===== src/rtl/scoreboard_pkg.sv =====
`default_nettype none
// ============================================================================
// Module   : scoreboard_pkg
// Purpose  : Shared state encoding and sizing helper for the scoreboard
//            controller and its per-channel score keepers.
// Revision : 1.0 - initial release
// ============================================================================
package scoreboard_pkg;

  // Controller states: CLR waits for erase release, CNT accepts inc/dec.
  typedef enum logic [0:0] {
    ST_CLR = 1'b0,
    ST_CNT = 1'b1
  } state_t;

  // Width of the erase hold counter; never narrower than one bit.
  function automatic int erase_cnt_width(input int hold);
    return (hold < 1) ? 1 : $clog2(hold + 1);
  endfunction

endpackage
`default_nettype wire


===== src/rtl/score_channel.sv =====
`default_nettype none
// ============================================================================
// Module   : score_channel
// Purpose  : One saturating score register with registered inc/dec accept
//            pulses and combinational saturation flags.
// Revision : 1.0 - initial release
// ============================================================================
module score_channel #(
  parameter int SCORE_W   = 8,
  parameter int STEP      = 1,
  parameter int MAX_SCORE = 99
) (
  input  logic               clk,
  input  logic               rst,
  input  logic               en,
  input  logic               clr,
  input  logic               inc_i,
  input  logic               dec_i,
  output logic               inc_o,
  output logic               dec_o,
  output logic [SCORE_W-1:0] score,
  output logic               sat_hi,
  output logic               sat_lo
);

  localparam logic [SCORE_W:0]   STEP_X = (SCORE_W + 1)'(STEP);
  localparam logic [SCORE_W:0]   MAX_X  = (SCORE_W + 1)'(MAX_SCORE);
  localparam logic [SCORE_W-1:0] STEP_S = SCORE_W'(STEP);
  localparam logic [SCORE_W-1:0] MAX_S  = SCORE_W'(MAX_SCORE);

  // One extra bit so the increment can never wrap before clamping.
  logic [SCORE_W:0] sum_ext;
  assign sum_ext = {1'b0, score} + STEP_X;

  // Score register and accept pulses; erase/clear wins over any request.
  always_ff @(posedge clk) begin
    if (rst || clr) begin
      inc_o <= 1'b0;
      dec_o <= 1'b0;
      score <= '0;
    end else if (en && inc_i && !dec_i) begin
      inc_o <= 1'b1;
      dec_o <= 1'b0;
      score <= (sum_ext > MAX_X) ? MAX_S : sum_ext[SCORE_W-1:0];
    end else if (en && dec_i && !inc_i) begin
      inc_o <= 1'b0;
      dec_o <= 1'b1;
      score <= (score >= STEP_S) ? (score - STEP_S) : '0;
    end else begin
      inc_o <= 1'b0;
      dec_o <= 1'b0;
    end
  end

  assign sat_hi = (score == MAX_S);
  assign sat_lo = (score == '0);

endmodule
`default_nettype wire


===== src/rtl/scoreboard_ctrl_multi.sv =====
`default_nettype none
// ============================================================================
// Module   : scoreboard_ctrl_multi
// Purpose  : Multi-channel score keeper with a held-erase controller. Erase
//            fires once after ERASE_HOLD consecutive high cycles and then
//            waits for erase_i to drop before counting resumes.
// Revision : 1.0 - initial release
// ============================================================================
module scoreboard_ctrl_multi
  import scoreboard_pkg::*;
#(
  parameter int NUM_CH     = 2,
  parameter int SCORE_W    = 8,
  parameter int STEP       = 1,
  parameter int MAX_SCORE  = 99,
  parameter int ERASE_HOLD = 5
) (
  input  logic                      clk,
  input  logic                      rst,
  input  logic [NUM_CH-1:0]         inc_i,
  input  logic [NUM_CH-1:0]         dec_i,
  input  logic                      erase_i,
  output logic [NUM_CH-1:0]         inc_o,
  output logic [NUM_CH-1:0]         dec_o,
  output logic                      erase_o,
  output logic [NUM_CH*SCORE_W-1:0] score_o,
  output logic [NUM_CH-1:0]         sat_hi_o,
  output logic [NUM_CH-1:0]         sat_lo_o
);

  localparam int            CW       = erase_cnt_width(ERASE_HOLD);
  localparam logic [CW-1:0] CNT_LAST = CW'(ERASE_HOLD - 1);

  state_t        state;
  state_t        state_nxt;
  logic [CW-1:0] erase_cnt;
  logic [CW-1:0] erase_cnt_nxt;
  logic          erase_fire;
  logic          count_en;

  assign count_en = (state == ST_CNT);

  // Next-state, hold counter and erase-fire decode.
  always_comb begin
    state_nxt     = state;
    erase_cnt_nxt = '0;
    erase_fire    = 1'b0;
    case (state)
      ST_CLR: begin
        // Stay parked until erase is released so one hold fires only once.
        if (!erase_i) state_nxt = ST_CNT;
      end
      ST_CNT: begin
        if (erase_i) begin
          if (erase_cnt == CNT_LAST) begin
            erase_fire = 1'b1;
            state_nxt  = ST_CLR;
          end else begin
            erase_cnt_nxt = erase_cnt + 1'b1;
          end
        end
      end
      default: state_nxt = ST_CLR;
    endcase
  end

  // State register, hold counter and registered erase pulse.
  always_ff @(posedge clk) begin
    if (rst) begin
      state     <= ST_CLR;
      erase_cnt <= '0;
      erase_o   <= 1'b0;
    end else begin
      state     <= state_nxt;
      erase_cnt <= erase_cnt_nxt;
      erase_o   <= erase_fire;
    end
  end

  for (genvar c = 0; c < NUM_CH; c++) begin : g_ch
    score_channel #(
      .SCORE_W  (SCORE_W),
      .STEP     (STEP),
      .MAX_SCORE(MAX_SCORE)
    ) u_ch (
      .clk   (clk),
      .rst   (rst),
      .en    (count_en),
      .clr   (erase_fire),
      .inc_i (inc_i[c]),
      .dec_i (dec_i[c]),
      .inc_o (inc_o[c]),
      .dec_o (dec_o[c]),
      .score (score_o[c*SCORE_W +: SCORE_W]),
      .sat_hi(sat_hi_o[c]),
      .sat_lo(sat_lo_o[c])
    );
  end

endmodule
`default_nettype wire


===== config.mk =====
export PLATFORM = sky130hd
export DESIGN_NAME = scoreboard_ctrl_multi
export DESIGN_NICKNAME = d
export VERILOG_FILES = /design/src/rtl/scoreboard_pkg.sv /design/src/rtl/score_channel.sv /design/src/rtl/scoreboard_ctrl_multi.sv
export SDC_FILE = /design/constraint.sdc
export NUM_CORES = 1
export LEC_CHECK = 0
export CAP_MARGIN = 20
export CORE_AREA = 2 2 75 77
export CTS_BUF_LIST = sky130_fd_sc_hd__clkbuf_2
export DETAILED_ROUTE_END_ITERATION = 7
export DIE_AREA = 0 0 77 79
export MAX_ROUTING_LAYER = met4
export SYNTH_ARGS = -nofsm -noshare
export SYNTH_HDL_FRONTEND = slang
export SYNTH_SLANG_ARGS = --single-unit

===== constraint.sdc =====
create_clock -name clk -period 5 [get_ports clk]
set_input_delay 0.5 -clock clk [delete_from_list [all_inputs] [get_ports clk]]
set_output_delay 0.5 -clock clk [all_outputs]
set_load 0.02 [all_outputs]

# After elaboration in Yosys (flattened, before gate mapping)
# Index checks and enable logic that the tools add are counted.
word_totals:
  word_cells: 62
  output_inout_bits: 25
  regBits: 25
op_classes:
  bitwise_logic: 2
  muxes: 19
  add_sub_neg: 5
  n_reduce_logical: 20
  magnitude_cmp: 4
  n_eq_ne: 3
ops:
  columns: ["cell", "n"]
  rows:
  - ["2-to-1 mux 8 bit", 8]
  - ["adder 8 x 1 -> 9 bit, second input constant", 2]
  - ["> comparator 9 x 7 -> 1 bit, second input constant", 2]
  - ["== test 8 x 7 -> 1 bit, second input constant", 2]
  - [">= comparator 8 x 1 -> 1 bit, second input constant", 2]
  - ["logical NOT 8 bit", 2]
  - ["subtractor 8 x 1 -> 8 bit, second input constant", 2]
  - ["2-to-1 mux 1 bit", 10]
  - ["logical AND 1 bit", 8]
  - ["logical NOT 1 bit", 4]
  - ["nonzero test 2 bit", 2]
  - ["OR reduction 2 bit", 2]
  - ["OR reduction 4 bit", 1]
  - ["adder 3 x 1 -> 3 bit, second input constant", 1]
  - ["== test 3 bit, second input constant", 1]
  - ["inverter 1 bit", 2]
  - ["one-hot mux 1 bit (2 select lines)", 1]
  - ["logical OR 1 bit", 1]

# Logic depth before layout (Yosys ltp)
# Gate-level depths: netlist (run 1).
depth:
  ltp_word: 6
  depth_mapped: 9
  mapped_depth_nobuf: 8

# Modules after synthesis
# A second synthesis (run 1) with hierarchy kept.
unflattened:
  hier_cells: 258
  hier_area_um2: 2084.5
by_module_without_submodules:
  columns: ["mod", "area_each_um2", "cells_per_inst", "instances"]
  rows:
  - ["score_channel", 935.9, 118, 2]
  - ["scoreboard_ctrl_multi", 212.7, 22, 1]

# Least setup slack after synthesis (run 1)
# Ideal clock, no wire load.
synth_timing:
  kind: "reg2reg"
  start: "register g_ch[1].u_ch.score[1]"
  end: "register g_ch[1].u_ch.score[0]"
  n_path_buf: 0
  period_less_slack_ns: 2.177
  t_arrival_ns: 2.061
  slack_ns: 2.823
  required_ns: 4.884
  stages_incl_launch_ff: 8
  cell_sequence: "dfxtp_1 > ha_1 > nand4_1 > xor2_1 > o22ai_1 > nand2_1 > o32a_1 > a41o_1"
synth_via:
  elab_chain_cells: 4
synth_lines:
  columns: ["element", "line_no", "text"]
  rows:
  - ["start, declared", "score_channel.sv:21", "output logic [SCORE_W-1:0] score,"]
  - ["start signal, assigned", "score_channel.sv:44", "score <= (sum_ext > MAX_X) ? MAX_S : sum_ext[SCORE_W-1:0];"]
  - ["start signal, assigned", "score_channel.sv:48", "score <= (score >= STEP_S) ? (score - STEP_S) : '0;"]
  - ["adder 8 x 1 -> 9 bit / >= comparator 8 x 1 -> 1 bit (equally long branches)", "score_channel.sv:33, score_channel.sv:48", null]
  - ["> comparator 9 x 7 -> 1 bit / 2-to-1 mux 8 bit (equally long branches)", "score_channel.sv:44, score_channel.sv:48", null]
  - ["2-to-1 mux 8 bit (on tied branches)", "score_channel.sv:44, score_channel.sv:45", null]
  - ["2-to-1 mux 8 bit (*)", "score_channel.sv:41", "end else if (en && inc_i && !dec_i) begin"]
# Every way passes the cells marked *; elsewhere a longest branch is shown, timed or not. The select of a mux whose other input is x is not followed.
# A chain may end at the register's enable or synchronous reset.

# Worst setup path in the final report (run 1)
layout_timing:
  start: "register g_ch[0].u_ch.score[0]"
  end: "output sat_hi_o[0]"
layout_via:
  elab_chain_cells: 1
layout_lines:
  columns: ["element", "line_no", "text"]
  rows:
  - ["start, declared", "score_channel.sv:21", null]
  - ["start signal, assigned", "score_channel.sv:44", null]
  - ["start signal, assigned", "score_channel.sv:48", null]
  - ["== test 8 x 7 -> 1 bit", "score_channel.sv:55", "assign sat_hi = (score == MAX_S);"]
  - ["end, declared", "scoreboard_ctrl_multi.sv:27", "output logic [NUM_CH-1:0] sat_hi_o,"]
# Every way passes these cells.

==> impl_metrics.yaml, run 1 <==
run_status:
  outcome: "finished clean"
worst_setup_path:
  crit_required_ps: 4500
  crit_path_max_incr_delay_ps: 630
  crit_family: "flip-flops"
  worstSetupPathType: "reg -> out"
  critical-path-slowest-cell: "dfxtp_1"
  crit_chain: "ha_1, nand3_1, nor3_1, clkdlybuf4s50_1"
  end_kind: "primary output"
  cp_num_buf_inv: 1
  cp_data_arrival_time_ps: 2240
  setup.worst_path.start_class: "flop"
  path_max_fanout: 12
synth:
  syn_avg_cell_area_um2: 7.66
  syn_inst: 268
  yosys_register_bits: 25
  synth_commonest_cells: "nand2_1 (30), dfxtp_1 (25), nor2_1 (24), buf_4 (16), o21ai_0 (16)"
  yosysTopAreaCellShare_pct: 24.4
  synthTopCellsByArea: "dfxtp_1 (24%), ha_1 (7.3%), buf_4 (5.9%)"
  synth_edf_count: 0
  yosysMostFrequentCell: "nand2_1"
  yosysUniqueCellTypes: 60
  syn-num-nets: 287
  ys.flop_type: "dfxtp_1"
  syn_area_um2: 2050
  synth_top_area_cell: "dfxtp_1"
  yosys_warnings: 0
  async_reset_ff_share_pct: 0
  yosysSeqAreaShare_pct: 24.4
grt:
  first_global_vias: 1729
  antenna_found_initial: 0
  grt_pass1_wl_mm: 8.27
  grt_max_degree: 19
  grt-ovfl-total: 0
  grt_usage_pct: 16.7
clocking:
  htree_levels: 1
  cts_tree: "built"
  cts-resized-gates: 0
  numCtsBuffers: 3
  post-cts-setup-buffers: 0
  postCtsHoldBufs: 0
  root_buffer: "clkbuf_2"
  clk-insertion-delay-late_ps: 360
  cts.reportedPaths.clkPinSlew_ps: 230
  clkSinkCount: 25
  clockBufferDepth: 2
placed_design:
  place_hpwl_mm: 3.57
  gp_congestion: 0.888
  placed_cells: 346
  port_buffers: 31
pwr:
  power.switching_w: 0.000182
  leakage_nw: 0.861
  power_w: 0.000484
  swShare_pct: 37.6
  seqPwrFrac_pct: 48.3
  internal-power_w: 0.000302
  power-per-cell-area_nw_per_um2: 210
  peakVddDrop_mv: 0.115
  p_clk_share_pct: 17.2
  p_comb_share_pct: 34.5
route:
  drc: 0
  routedWlPerCell_um: 13.9
  vias: 1936
  antenna_left: 0
  wl_mm: 4.88
  drt_first_iter_violations: 139
  viasPerCell: 5.53
  drt_pass1_iterations: 4
sta:
  fmax_ghz: 0.365
  slew_violations: 0
  rsz0062_at_grt: "no"
  fin_worst_skew_ps: 31.1
  worst_pin_slew_ps: 988
  fin_crit_sh_pct: 54.8
  setup_viol: 0
  hold_viol_final: 0
  final.setup.tns_ps: 0
  finalCriticalPeriod_ps: 2740
  slew_headroom_pct: 33.3
final_layout:
  final_cells: 350
  drive_gt1_share_pct: 5.04
  final_nets: 298
  n_antenna_cell: 0
  area_growth_pct: 12.6
floorplan:
  initial_utilization_pct: 38.4
  coreArea_um2: 5340
  num_rows: 27
  dieHeight_um: 79
  ios: 32
  die_area_um2: 6080
  die_w_um: 77
hold_path:
  hp-class: "reg -> reg"
job:
  cap_violations: 0
==> metal layers <==
metal / vias up / global-route usage (%) / part of all wire, %
met5: - / - / 0
met4: 0 / 4.64 / 0.47
met3: 2 / 2.05 / 4.8
met2: 60 / 23.8 / 42
met1: 888 / 24.9 / 53
li1: 986 / - / -
==> final timing paths <==
path / start / to / slack [ps] / cells past startpoint
worst min register to register: erase_cnt[2] / erase_o / 540 / 2
worst min-delay path: erase_cnt[2] / erase_o / 540 / 2
worst max-delay path: g_ch[0].u_ch.score[0] / sat_hi_o[0] / 2260 / 4
worst max register to register: g_ch[0].u_ch.score[0] / g_ch[0].u_ch.score[0] / 2550 / 7
==> cells by family after synthesis <==
kind of cell               count (synthesis)  share of synthesized area (%)
xor gates and xnor gates                   8                           3.41
and+or+nand+nor                          111                           28.1
AOI/OAI and AO/OA                         70                           24.0
adders and majority gates                 12                           7.32
muxes                                      5                           2.56
DFF                                       25                           24.4
buffers and inverters                     37                           10.2
==> cell usage in the layout, fill, tap and decap left out, types with 4 or more instances in the layout <==
cell	Yosys	routed
o21ai_0	16	16
nand2_1	30	30
nand3_1	10	10
dfxtp_1	25	25
ha_1	12	12
o22ai_1	7	7
a21oi_1	13	13
inv_1	12	12
xor2_1	5	5
nand4_1	4	4
clkdlybuf4s50_1	0	31
nor2_1	24	24
nor3_1	12	12
nand3b_1	4	4
a31oi_1	5	5
==> state kept, by name, summed over array words and instances (netlist names) <==
name,cells
count_en,1
g_ch.u_ch.score,16
erase_o,1
g_ch.u_ch.dec_o,2
g_ch.u_ch.inc_o,2
erase_cnt,3
==> through the flow <==
stage / setup WS, ps / area [um2] / utilization, % / hold slack (ps)
2_1_floorplan: 2820 / 2050 / - / 471
5_1_grt: 2050 / 2310 / 43.3 / 566
3_5_place_dp: 2570 / 2290 / 42.9 / 498
4_1_cts: 2240 / 2310 / 43.3 / 528
6_report: 2260 / 2310 / 43.3 / 536
3_3_place_gp: 2570 / 2290 / 42.9 / 494
==> worst register-to-register path, stage by stage, from the launching register on <==
cell and delay [ps]:
dfxtp_1 630, ha_1 380, nand4_2 180, xnor2_1 200
o41ai_4 260, a211oi_2 170, o31a_1 300, a311oi_1 270
==> cell type report <==
class | count | area, um2
clock buffer | 3 | 15.0
inverter | 12 | 45.0
timing repair buffer | 31 | 310
clock inverter | 1 | 7.51
fill | 582 | 3030
multi-input combinational | 206 | 1340
sequential | 25 | 500
tap | 72 | 90.1
==> power groups by stage <==
stage | combinational, W | sequential [W] | clock [W]
detailed placement | 0.000166 | 0.000237 | 0
finish | 0.000167 | 0.000234 | 0.0000835
floorplan | 0.000131 | 0.000230 | 0
global route | 0.000184 | 0.000237 | 0.0000976
CTS | 0.000166 | 0.000234 | 0.0000868
global placement | 0.000166 | 0.000237 | 0
Power figures use the tool's default switching activity.
==> run 2, diff against run 1 <==
- clock period: 5 -> 2.7 ns (I/O delays scaled with it)
==> run 2 against run 1 <==
Combinational power is 92% higher. Sequential share of layout area is 0.28 points lower. Cell count is 1.4% higher. Flip-flop and latch count stayed put. First-iteration DRC count is 2.2% lower. Critical path type unchanged. Largest cell class unchanged. Highest routed layer unchanged.
==> impl_metrics.yaml, run 2 (synthesized netlist as in run 1, its figures left out) <==
clocking:
  clockBufferDepth: 2
  cts_tree: "built"
  post-cts-setup-buffers: 0
  root_buffer: "clkbuf_2"
  htree_levels: 1
  clk-insertion-delay-late_ps: 360
  cts.reportedPaths.clkPinSlew_ps: 260
  clkSinkCount: 25
  numCtsBuffers: 3
worst_setup_path:
  path_max_fanout: 10
  worstSetupPathType: "reg -> out"
  crit_required_ps: 2430
  crit_chain: "ha_1, nand3_1, nor3_1, clkdlybuf4s50_1"
  critical-path-slowest-cell: "clkdlybuf4s50_1"
  cp_num_buf_inv: 1
  crit_family: "buffers and inverters"
  cp_data_arrival_time_ps: 2160
  setup.worst_path.start_class: "flop"
  crit_path_max_incr_delay_ps: 630
  end_kind: "primary output"
grt:
  first_global_vias: 1685
  busiest_layer: "met2"
  globalRouteMet3Util_pct: 1.82
  grt_util_met2_pct: 24.6
  grt_max_degree: 15
  met1_usage_pct: 24.3
  grt_usage_pct: 16.8
  grt-ovfl-total: 0
  grt_pass1_wl_mm: 8.20
  antenna_found_initial: 0
final_layout:
  area_growth_pct: 14.3
  final_nets: 303
  layout_commonest_cell: "clkdlybuf4s50_1"
  n_antenna_cell: 0
  reg.largest.list: "g_ch.u_ch.score: 16 flops, erase_cnt: 3 flops"
  largest_register: "g_ch.u_ch.score"
  drive_gt1_share_pct: 7.07
  largest_reg_flops: 16
  final_cell_mix: "clkdlybuf4s50_1 (31), nand2_1 (30), nor2_1 (24), dfxtp_1 (24), o21ai_0 (16)"
floorplan:
  dieHeight_um: 79
  num_rows: 27
  die_w_um: 77
  initial_utilization_pct: 38.4
  die_area_um2: 6080
  coreArea_um2: 5340
  ios: 32
placed_design:
  gp_congestion: 0.966
  port_buffers: 31
  place_hpwl_mm: 3.76
pwr:
  leakage_nw: 0.889
  internal-power_w: 0.000564
  power.switching_w: 0.000342
  p_comb_share_pct: 35.3
  seqPwrFrac_pct: 47.5
  swShare_pct: 37.8
  p_clk_share_pct: 17.2
  peakVddDrop_mv: 0.167
  power-per-cell-area_nw_per_um2: 386
route:
  viasPerCell: 5.58
  antenna_left: 0
  drt_first_iter_violations: 136
  vias: 1981
  drt_pass1_iterations: 4
  drc: 0
  routedWlPerCell_um: 14.1
  wl_mm: 5.02
sta:
  slew_headroom_pct: 49.6
  fin_worst_skew_ps: 10.8
  holdWs_ps: 481
  setup_viol: 0
  slew_violations: 0
  rsz0062_at_grt: "no"
  worst_pin_slew_ps: 745
  fin_crit_sh_pct: 90.0
  finalCriticalPeriod_ps: 2430
  fmax_ghz: 0.411
  hold_viol_final: 0
  final.setup.tns_ps: 0
job:
  cap_violations: 0
run_status:
  outcome: "finished clean"
hold_path:
  hp-class: "in -> reg"
## run 2: changes by cell type in the layout (fill, tap and decap cells not counted), sizes merged
cell,previous run,this run
clkinvlp,1,0
clkinv,0,1
buf,0,5
## run 2: repair_timing
action	in CTS	in global routing
resized for setup	0	1
setup endpoints to repair	0	1
hold buffers	0	0
## run 2: cell type report
type                       instances  area, um2
clock buffer                       3       15.0
clock inverter                     1       5.00
fill                             590       2990
inverter                          12       45.0
multi-input combinational        206       1340
sequential                        25        502
tap                               72       90.1
timing repair buffer              36        348
## run 2: path summary, 6_finish.rpt
kind | startpoint | endpoint | slack (ps) | depth (start not counted)
setup reg to reg | g_ch[1].u_ch.score[0] | g_ch[1].u_ch.score[0] | 330 | 7
setup / recovery | g_ch[0].u_ch.score[1] | sat_hi_o[0] | 270 | 4
hold / removal | rst | count_en | 480 | 2
hold reg to reg | erase_cnt[2] | erase_o | 540 | 2
## run 2: per-layer routing
metal  vias to the layer above  part of all wire [%]
met1                       918                    50
met2                        62                    44
met4                         0                   1.1
li1                        995                     -
met5                         -                     0
met3                         6                   5.5
## run 2: power by group through the flow
stage          registers (W)  logic [W]  clock network (W)
5_1_grt             0.000438   0.000350           0.000175
3_5_place_dp        0.000437   0.000316                  0
6_report            0.000430   0.000320           0.000156
3_3_place_gp        0.000437   0.000315                  0
4_1_cts             0.000430   0.000317           0.000160
2_1_floorplan       0.000425   0.000242                  0
## run 2: per-stage QoR
step	setup slack, ps	cell area [um2]	util [%]	std cells	total power [W]
after floorplan	523	2050	-	268	0.000667
after global placement	435	2320	43.6	351	0.000752
after detailed placement	353	2320	43.6	351	0.000753
after CTS	189	2340	43.9	355	0.000907
after global routing	39.3	2350	44.0	355	0.000963
final	269	2350	44.0	355	0.000906
==> run 3, diff against run 2 <==
- CORE_AREA: 2 2 75 77 -> 4 4 77 79
- DIE_AREA: 0 0 77 79 -> 0 0 81 83
==> run 3 against run 2 <==
Global-route usage shrank 1.0 points. Sequential power about the same. Critical path depth stayed put. Power down 0.34%. Hold slack lost 9.9 ps. Die area increased by 11%. Sequential share of layout area is 0.065 points lower. Non-clock buffer count unchanged. First-iteration DRC count down 5.1%. Clock power barely moved. Count of clock-buffer cells in the layout unchanged. Highest routed layer unchanged.
==> impl_metrics.yaml, run 3 (synthesized netlist as in run 1, its figures left out) <==
sta:
  final.setup.tns_ps: 0
  hold_viol_final: 0
  rsz0062_at_grt: "no"
  final.setup.worst_slack_ps: 243
  fin_crit_sh_pct: 91.0
  finalCriticalPeriod_ps: 2460
  slew_violations: 0
  fmax_ghz: 0.407
  fin_worst_skew_ps: 22.9
  slew_headroom_pct: 55.7
  worst_pin_slew_ps: 656
  setup_viol: 0
worst_setup_path:
  critical-path-slowest-cell: "clkdlybuf4s50_1"
  crit_required_ps: 2430
  setup.worst_path.start_class: "flop"
  r2r_cells: 7
  cp_data_arrival_time_ps: 2190
  path_max_fanout: 12
  worstSetupPathType: "reg -> out"
  worstSetupPathDepth: 4
  crit_chain: "ha_1, nand3_1, nor3_1, clkdlybuf4s50_1"
  cp_num_buf_inv: 1
  crit_family: "buffers and inverters"
  crit_path_max_incr_delay_ps: 630
  end_kind: "primary output"
grt:
  grt_max_degree: 16
  antenna_found_initial: 0
  grt_usage_pct: 15.8
  first_global_vias: 1768
  grt_pass1_wl_mm: 8.55
  grt-ovfl-total: 0
floorplan:
  dieHeight_um: 83
  ios: 32
  coreArea_um2: 5340
  die_area_um2: 6720
  die_w_um: 81
  initial_utilization_pct: 38.4
  num_rows: 27
clocking:
  htree_levels: 1
  root_buffer: "clkbuf_2"
  clk-insertion-delay-late_ps: 360
  numCtsBuffers: 3
  clkSinkCount: 25
  cts_tree: "built"
  cts-resized-gates: 0
  cts.reportedPaths.clkPinSlew_ps: 260
  post-cts-setup-buffers: 0
  clockBufferDepth: 2
  postCtsHoldBufs: 0
route:
  vias: 1928
  drt_first_iter_violations: 129
  antenna_left: 0
  drt_pass1_iterations: 4
  routedWlPerCell_um: 14.2
  viasPerCell: 5.43
  drc: 0
  wl_mm: 5.05
final_layout:
  post-route-util_pct: 44.0
  layout_commonest_cell: "clkdlybuf4s50_1"
  reg.largest.list: "g_ch.u_ch.score: 16 flops, erase_cnt: 3 flops"
  largest_register: "g_ch.u_ch.score"
  n_antenna_cell: 0
  final_nets: 303
  largest_reg_flops: 16
  area_growth_pct: 14.4
  final_cell_mix: "clkdlybuf4s50_1 (31), nand2_1 (30), dfxtp_1 (25), nor2_1 (24), o21ai_0 (16)"
  fillCellCount: 589
  drive_gt1_share_pct: 6.71
hold_path:
  holdPathStages: 2
  hp-class: "in -> reg"
run_status:
  outcome: "finished clean"
placed_design:
  place_hpwl_mm: 3.84
  port_buffers: 31
  gp_congestion: 0.898
  place_ws_ps: 369
job:
  cap_violations: 0
pwr:
  power-per-cell-area_nw_per_um2: 385
  peakVddDrop_mv: 0.242
  power_w: 0.000903
  leakage_nw: 0.885
[run 3: metrics by stage]
step,area [um2],instances,hold WS [ps]
floorplan,2050,268,339
global placement,2320,351,498
CTS,2350,355,427
global route,2350,355,436
detailed placement,2320,351,498
finish,2350,355,471
[run 3: layout make-up]
type | instances | area [um2] | share of cell area (%)
Inverter | 12 | 45.0 | 1.92
Sequential cell | 25 | 500 | 21.3
Clock inverter | 1 | 7.51 | 0.320
Multi-Input combinational cell | 206 | 1340 | 57.1
Timing Repair Buffer | 36 | 348 | 14.8
Clock buffer | 3 | 15.0 | 0.640
Tap cell | 72 | 90.1 | 3.84
[run 3: power breakdown]
part	internal, W	leakage [nW]	switching [W]
clock network	0.0000344	0.0126	0.000119
logic	0.000143	0.670	0.000176
registers	0.000387	0.203	0.0000433
total	0.000564	0.885	0.000339
[run 3: worst paths after layout]
path,start,to,slack (ps)
worst max-delay path,g_ch[0].u_ch.score[0],sat_hi_o[0],240
worst min-delay path,rst,count_en,470
worst max register to register,g_ch[1].u_ch.score[0],g_ch[1].u_ch.score[0],320
worst min register to register,erase_cnt[2],erase_o,540
[run 3: worst register-to-register path: stages (launching register included)]
cell     delay (ps)
dfxtp_1         620
ha_1            340
nand4_1         230
xor2_1          220
o22ai_1         200
nand2_1          80
o32a_1          400
a41o_1          250
[run 3: per-layer routing]
layer | track usage, % | up-vias | part of all wire, %
met2 | 21.1 | 62 | 42
met5 | - | - | 0
met4 | 3.84 | 0 | 1.0
li1 | - | 992 | -
met3 | 2.49 | 6 | 5.6
met1 | 24.3 | 868 | 52
